===== config.mk =====
export PLATFORM = sky130hd
export DESIGN_NAME = rf_wb_scheduler
export DESIGN_NICKNAME = d
export VERILOG_FILES = /design/src/rtl/rf_pkg.sv /design/src/rtl/rf_scoreboard.sv /design/src/rtl/rf_wb_scheduler.sv
export SDC_FILE = /design/constraint.sdc
export NUM_CORES = 1
export LEC_CHECK = 0
export ABC_AREA = 0
export CORE_AREA = 4 4 114 116
export DETAILED_ROUTE_END_ITERATION = 8
export DIE_AREA = 0 0 118 120
export GPL_TIMING_DRIVEN = 0
export HOLD_SLACK_MARGIN = 0.05
export PLACE_DENSITY = 0.83
export REMOVE_ABC_BUFFERS = 1
export SETUP_SLACK_MARGIN = 0.15
export SLEW_MARGIN = 20
export SYNTH_ARGS = -nofsm -noshare
export SYNTH_HDL_FRONTEND = slang
export SYNTH_SLANG_ARGS = --single-unit

===== constraint.sdc =====
create_clock -name Clk -period 3.7 [get_ports Clk]
set_clock_uncertainty 0.2 [all_clocks]
set_input_delay 0.555 -clock Clk [delete_from_list [all_inputs] [get_ports Clk]]
set_output_delay 0.555 -clock Clk [all_outputs]
set_load 0.01 [all_outputs]

===== src/rtl/rf_pkg.sv =====
// Shared definitions for the register-file write-back scheduler.
package rf_pkg;
  localparam int XLEN     = 32;
  localparam int REG_AW   = 5;
  localparam int NUM_REGS = 32;
  localparam logic [REG_AW-1:0] REG_ZERO = '0;

  typedef enum logic {
    GNT_LSU = 1'b0,
    GNT_ALU = 1'b1
  } grant_e;
endpackage


===== src/rtl/rf_scoreboard.sv =====
// Pending-destination scoreboard: tracks busy registers, raises WAW stall
// and reports whether each source operand is still pending.
module rf_scoreboard
  import rf_pkg::*;
(
  input  logic                Clk,
  input  logic                Reset,
  input  logic                iss_valid,
  input  logic [REG_AW-1:0]   iss_rd,
  input  logic [REG_AW-1:0]   wr_addr,
  input  logic [REG_AW-1:0]   rs1_addr,
  input  logic [REG_AW-1:0]   rs2_addr,
  output logic                iss_stall,
  output logic                rs1_busy,
  output logic                rs2_busy,
  output logic [NUM_REGS-1:0] busy_vec
);

  logic [NUM_REGS-1:0] busy_q, busy_d;
  logic                dispatch;

  always_comb begin
    iss_stall = 1'b0;
    rs1_busy  = 1'b0;
    rs2_busy  = 1'b0;
    dispatch  = 1'b0;
    if (!Reset) begin
      iss_stall = iss_valid && busy_q[iss_rd];
      rs1_busy  = busy_q[rs1_addr] && (rs1_addr != REG_ZERO);
      rs2_busy  = busy_q[rs2_addr] && (rs2_addr != REG_ZERO);
      dispatch  = iss_valid && !iss_stall && (iss_rd != REG_ZERO);
    end

    // Clear first so a same-edge dispatch to the same register wins.
    busy_d = busy_q;
    if (wr_addr != REG_ZERO) busy_d[wr_addr] = 1'b0;
    if (dispatch) busy_d[iss_rd] = 1'b1;
    busy_d[0] = 1'b0;
  end

  always_ff @(posedge Clk) begin
    if (Reset) busy_q <= '0;
    else       busy_q <= busy_d;
  end

  assign busy_vec = busy_q;

endmodule


===== src/rtl/rf_wb_scheduler.sv =====
// Round-robin write-back arbiter for the register file write port plus hazard
// scoreboard. Define RF_WB_BYPASS_EN to forward the in-flight write to reads.
module rf_wb_scheduler
  import rf_pkg::*;
(
  input  logic                Clk,
  input  logic                Reset,
  input  logic                Iss_Valid,
  input  logic [REG_AW-1:0]   Iss_Rd,
  output logic                Iss_Stall,
  input  logic                Alu_Valid,
  output logic                Alu_Ready,
  input  logic [REG_AW-1:0]   Alu_Rd,
  input  logic [XLEN-1:0]     Alu_Data,
  input  logic                Lsu_Valid,
  output logic                Lsu_Ready,
  input  logic [REG_AW-1:0]   Lsu_Rd,
  input  logic [XLEN-1:0]     Lsu_Data,
  output logic [REG_AW-1:0]   Rd_Addr,
  output logic [XLEN-1:0]     Rd_Data,
  input  logic [REG_AW-1:0]   Rs1_Addr,
  input  logic [REG_AW-1:0]   Rs2_Addr,
  output logic                Rs1_Busy,
  output logic                Rs2_Busy,
  input  logic [XLEN-1:0]     Rs1_Rf_Data,
  input  logic [XLEN-1:0]     Rs2_Rf_Data,
  output logic [XLEN-1:0]     Rs1_Data,
  output logic [XLEN-1:0]     Rs2_Data,
  output logic [NUM_REGS-1:0] Busy_Vec
);

  grant_e            ptr_q, ptr_d;
  logic [REG_AW-1:0] rd_addr_q, rd_addr_d;
  logic [XLEN-1:0]   rd_data_q, rd_data_d;
  logic              sb_rs1_busy, sb_rs2_busy;
  logic              rs1_hit, rs2_hit;

  rf_scoreboard u_scoreboard (
    .Clk       (Clk),
    .Reset     (Reset),
    .iss_valid (Iss_Valid),
    .iss_rd    (Iss_Rd),
    .wr_addr   (rd_addr_q),
    .rs1_addr  (Rs1_Addr),
    .rs2_addr  (Rs2_Addr),
    .iss_stall (Iss_Stall),
    .rs1_busy  (sb_rs1_busy),
    .rs2_busy  (sb_rs2_busy),
    .busy_vec  (Busy_Vec)
  );

  // The pointer only moves on contention; a lone requester leaves it alone.
  always_comb begin
    Alu_Ready = 1'b0;
    Lsu_Ready = 1'b0;
    ptr_d     = ptr_q;
    rd_addr_d = REG_ZERO;
    rd_data_d = rd_data_q;
    if (!Reset) begin
      Alu_Ready = Alu_Valid && (!Lsu_Valid || (ptr_q == GNT_ALU));
      Lsu_Ready = Lsu_Valid && (!Alu_Valid || (ptr_q == GNT_LSU));
      if (Alu_Valid && Lsu_Valid)
        ptr_d = (ptr_q == GNT_ALU) ? GNT_LSU : GNT_ALU;
      if (Alu_Ready) begin
        rd_addr_d = Alu_Rd;
        rd_data_d = Alu_Data;
      end else if (Lsu_Ready) begin
        rd_addr_d = Lsu_Rd;
        rd_data_d = Lsu_Data;
      end
    end
  end

  always_ff @(posedge Clk) begin
    if (Reset) begin
      ptr_q     <= GNT_LSU;
      rd_addr_q <= REG_ZERO;
      rd_data_q <= '0;
    end else begin
      ptr_q     <= ptr_d;
      rd_addr_q <= rd_addr_d;
      rd_data_q <= rd_data_d;
    end
  end

`ifdef RF_WB_BYPASS_EN
  assign rs1_hit = (Rs1_Addr == rd_addr_q) && (rd_addr_q != REG_ZERO);
  assign rs2_hit = (Rs2_Addr == rd_addr_q) && (rd_addr_q != REG_ZERO);
`else
  assign rs1_hit = 1'b0;
  assign rs2_hit = 1'b0;
`endif

  always_comb begin
    Rs1_Data = '0;
    Rs2_Data = '0;
    Rs1_Busy = 1'b0;
    Rs2_Busy = 1'b0;
    if (!Reset) begin
      Rs1_Data = rs1_hit ? rd_data_q : Rs1_Rf_Data;
      Rs2_Data = rs2_hit ? rd_data_q : Rs2_Rf_Data;
      Rs1_Busy = sb_rs1_busy && !rs1_hit;
      Rs2_Busy = sb_rs2_busy && !rs2_hit;
    end
  end

  assign Rd_Addr = rd_addr_q;
  assign Rd_Data = rd_data_q;

endmodule


# Yosys cells after proc, flatten, opt, wreduce, memory -nomap -nowiden

Index checks and enable logic that the tools add are counted.

Bits in registers: 70
Word-level logic and storage cells: 60

Reduce and logical (&&, ||, !) cells: 20
Muxes and demuxes: 25
Order comparisons: 6
Bitwise operators: 4

Operators with widths:

| operator                                                          | number |
|---|---|
| two-way mux 32 bit                                                | 6 |
| AND 32 bit                                                        | 1 |
| NOT 32 bit                                                        | 1 |
| bitwise OR 32 bit                                                 | 1 |
| less-than comparator 5 x 6 -> 1 bit, second input constant        | 4 |
| nonzero test 5 bit                                                | 4 |
| binary-select mux 1 bit (select 5 bit)                            | 3 |
| two-way mux 1 bit                                                 | 12 |
| demux 1 bit (select 5 bit)                                        | 2 |
| greater-or-equal comparator 5 x 1 -> 1 bit, second input constant | 2 |
| logical AND 1 bit                                                 | 10 |
| two-way mux 5 bit                                                 | 2 |
| zero test 1 bit                                                   | 3 |
| logical OR 1 bit                                                  | 2 |
| nonzero test 2 bit                                                | 1 |
| NOT 1 bit                                                         | 1 |

# Depth between registers and ports, before layout

Depth in word-level cells: 9
Mapped depth: 8
Depth with buffers taken out: 5

# Modules after synthesis

Synthesis repeated with hierarchy kept, for this count alone.

Cells, all modules: 538
Area, all modules: 4,603.2 µm²

By module, submodules not included:

| module          | cells an instance | instances | area an instance (µm²) |
|---|---|---|---|
| rf_wb_scheduler | 280               | 1         | 2,311.0 |
| rf_scoreboard   | 258               | 1         | 2,292.2 |

# Least setup slack after synthesis

No wires, ideal clock.

Path type: input-to-output
Start: in Rs1_Addr[0]
End: out Rs1_Busy
Cell stages on the path: 4
Arrival time: 2,031 ps
Path buffers: 1
Slack: 914 ps
Required time: 2,945 ps
Path through: buf_2 > mux4_2 > mux4_2 > o221a_2

Longest elaborated chain between the ends: 4

Ends and longest elaborated chain:

| item                                    | line                  | text |
|---|---|---|
| start: declaration                      | rf_wb_scheduler.sv:21 | `input logic [REG_AW-1:0] Rs1_Addr,` |
| binary-select mux 1 bit (select 5 bit)  | rf_scoreboard.sv:29   | `rs1_busy = busy_q[rs1_addr] && (rs1_addr != REG_ZERO);` |
| two-way mux 1 bit (implied by the code) | rf_scoreboard.sv:29   |  |
| logical AND 1 bit (*)                   | rf_scoreboard.sv:29   |  |
| two-way mux 1 bit (*)                   | rf_wb_scheduler.sv:99 | `if (!Reset) begin` |
| end: declaration                        | rf_wb_scheduler.sv:23 | `output logic Rs1_Busy,` |

Mark *: on every way between the ends. The rest lies on a longest branch, timed or not. The select of a mux whose other input is x is not followed.

# Worst setup path in the final report

Start: in Iss_Rd[3]
End: out Iss_Stall

Longest elaborated chain between the ends: 4

Ends and longest elaborated chain:

| item                                    | line                  | text |
|---|---|---|
| start: declaration                      | rf_wb_scheduler.sv:9  | `input logic [REG_AW-1:0] Iss_Rd,` |
| binary-select mux 1 bit (select 5 bit)  | rf_scoreboard.sv:28   | `iss_stall = iss_valid && busy_q[iss_rd];` |
| two-way mux 1 bit (implied by the code) | rf_scoreboard.sv:28   |  |
| logical AND 1 bit                       | rf_scoreboard.sv:28   |  |
| two-way mux 1 bit                       | rf_scoreboard.sv:27   | `if (!Reset) begin` |
| end: declaration                        | rf_wb_scheduler.sv:10 | `output logic Iss_Stall,` |

Every way passes these cells. The select of a mux whose other input is x is not followed.

==> out/qor.csv <==
stage;metric;value;unit
clock_network;clock_path_buffers;2;
power;power_leakage;0.002813;uW
route;wirelength;19550;um
yosys;synth_area_per_cell;8.195;um2
floorplanning;core_region_area;11910;um2
floorplanning;die_y;120;um
placement;dpl_cell_area;7356;um2
global_routing;grt.total_usage;0.2652;
critical_path;worst-setup-path-type;in2out;
sta;finalSetupViolCount;0;
critical_path;r2r-start;u_scoreboard.busy_vec[7];
yosys;yosys_register_bits;69;
sta;hold_ws;284.6;ps
sta;drv_slew;0;
yosys;syn_inst;529;
critical_path;cp_cell_sequence;clkdlybuf4s50_1 > nand2b_1 > or3b_2 > a31oi_1 > clkdlybuf4s50_1;
critical_path;ff2ff_setup_slack;1300;ps
sta;fin_crit_sh;0.9487;
critical_path;cp_top_family;buffers and inverters;
sta;rsz0062_at_grt;true;
power;p_int;1679;uW
power;power;2318;uW
global_routing;grt_max_degree;68;
sta;tightest_slew;864.6;ps
sta;hold_viol;0;
global_routing;grt_pass1_wl;29620;um
critical_path;cp_num_buf_inv;2;
route;first_pass_iters;5;
critical_path;crit_fanout;7;
yosys;synthesis.area;4335;um2
clock_network;cts_tree;built;
critical_path;cp.depth;5;
finish;final_nets;956;
global_routing;grt.overflow.total;0;
job;maxCapViolCount;0;
critical_path;critPathSlowestCell;clkdlybuf4s50_1;
placement;place_hpwl;15160;um
route;drtAntennaViolNets;0;
critical_path;critPathRequiredTime;2940;ps
critical_path;path_common_cell;clkdlybuf4s50_1;
clock_network;path_clk_slew;60;ps
yosys;synth_cell_types;48;
route;routed_via_density;5.533;
finish;fin_area;7747;um2
placement;portBuffers;294;
hold_path;whs_path_depth;2;
power;p_per_area;299.2;nW/um2
yosys;seq_area_frac_synth;0.3186;
power;switching_share;0.2755;
yosys;yosysWarnings;0;
sta;slew_headroom;0.4192;
sta;layout_min_cycle_time;3510;ps
power;clkPwrFrac;0.375;
critical_path;crit_path_max_incr_delay;710;ps
finish;area_growth;78.70;%
hold_path;whs_endpoint;Rd_Data[0];
clock_network;cts_buffers;9;
critical_path;crit_path_end_kind;output port;
clock_network;root_buffer;clkbuf_16;
route;wl_per_cell;20.56;um
floorplanning;pin_count;296;
yosys;yosysTopAreaCell;dfxtp_1;
finish;drive_gt1_frac;0.1133;
yosys;synth_top_area_frac;0.3186;
sta;clock.fmax;0.2849;GHz
yosys;synth_area_leaders;dfxtp_1 (32%), mux4_2 (9.9%), nor2b_1 (9.7%);
global_routing;grt_antenna_before_repair;1;
power;pwr-share-comb;0.272;
power;netSwitchingPower;638.5;uW
finish;layout_commonest_cell;clkdlybuf4s50_1;
critical_path;crit_path_start_kind;input port;
route;drc;0;
route;vias;5262;
floorplanning;die-area;14160;um2
critical_path;r2r_cells;5;
clock_network;cts_max_level;3;
run_status;outcome;complete, no violations;
route;drtIter0Drc;415;
global_routing;grt_pass1_vias;5082;
critical_path;arrival;2760;ps
clock_network;clock_latency;330;ps
finish;layout_common_cells;clkdlybuf4s50_1 (283), nand2_1 (98), dfxtp_1 (69);
yosys;synth_flop_cell;dfxtp_1;
hold_path;hold_start;Rd_Data[0];
clock_network;cts.hold.buffers_added;0;
critical_path;r2r-end;u_scoreboard.busy_vec[28];
yosys;synth_edf_count;0;
floorplanning;rows;40;
floorplanning;start_util;0.3640;
hold_path;hold_class;reg2reg;
placement;place_congestion;0.9149;
power;pwr-share-seq;0.354;
floorplanning;chipWidth;118;um
power;irDropWorstVdd;190.2;uV
yosys;ys_async_sr_fraction;0;
clock_network;cts_num_sinks;69;
## synth_stat cells (4+ instances only)
library cell and count:
nand2_1 99, dfxtp_1 69, nor2b_1 67, nor2_1 46, clkbuf_1 31, nand3_1 30, a311oi_1 29, o21ai_2 20
mux4_2 19, o211ai_1 12, o21ai_0 11, nor3_1 8, a22o_1 7, mux2i_1 6, buf_2 5, mux2_2 5
nand3b_1 5, nor3b_1 5, buf_1 4, buf_6 4, inv_1 4, o311ai_0 4
## kinds of logic after synthesis
logic type,after synthesis,synth area share
AOI/OAI and AO/OA,96,0.1775
muxes,30,0.1255
and+or+nand+nor,282,0.3229
buffers and inverters,50,0.05252
other,1,0.0008650
xor gates and xnor gates,1,0.002021
DFF,69,0.3186
## worst reg2reg max path, stage by stage, from the launching register on
cell	delay (ps)
dfxtp_1	360
mux4_2	520
a22o_1	280
nor2_4	110
nand3_2	520
o21ai_0	350
## repair_timing
action / in CTS / in global routing
pin swaps: 1 / 1
resized for setup: 18 / 14
cloned: 1 / 0
endpoints found under the setup margin: 5 / 5
setup buffers: 0 / 5
## stage by stage
| stage | setup slack [ps] | cells | setup TNS, ps | utilization |
|---|---|---|---|---|
| global placement | -3664 | 925 | -220340 | 0.6089 |
| finish | 190.0 | 951 | 0 | 0.6504 |
| CTS | -10.04 | 945 | -10.04 | 0.6449 |
| global route | 98.19 | 951 | 0 | 0.6504 |
| floorplan | -132.5 | 484 | -309.5 | - |
| detailed placement | -398.0 | 928 | -1340 | 0.6175 |
## worst max path at each step
stage	start	endpoint	slack, ps
final	Iss_Rd[3]	Iss_Stall	190
after detailed placement	Iss_Rd[1]	Iss_Stall	-400
after global placement	Reset	Iss_Stall	-3660
after floorplan	Lsu_Valid	Alu_Ready	-130
after CTS	Iss_Rd[0]	Iss_Stall	-10
after global routing	Iss_Rd[3]	Iss_Stall	100
## power by group through the flow
stage	Sequential [uW]	Clock [uW]	Combinational [uW]
2_1_floorplan	841	0	178
3_3_place_gp	831	0	598
3_5_place_dp	833	0	614
4_1_cts	818	882	619
5_1_grt	824	919	667
6_report	820	869	630
## registers in the layout, indices dropped and copies added (netlist names)
signal	cells
u_scoreboard.busy_vec	31
ptr_q	1
Rd_Addr	5
Rd_Data	32
## layer usage
metal / vias to the layer above / wire length, um / GRT usage
li1: 2444 / - / -
met1: 2464 / 7722 / 0.3285
met2: 318 / 8929 / 0.4147
met3: 36 / 2419 / 0.1140
met4: 0 / 481 / 0.08938
met5: - / 0 / 0
## area by class of cell
class / count / area [um2]
diodes: 1 / 2.502
multi-input cells: 411 / 2795
repair buffers: 302 / 3063
fillers: 968 / 4164
well taps: 147 / 183.9
flip-flops and latches: 69 / 1381
clock buffers: 10 / 239.0
clock inverters: 6 / 62.56
inverters: 5 / 20.02
(Power assumes the default switching activity.)
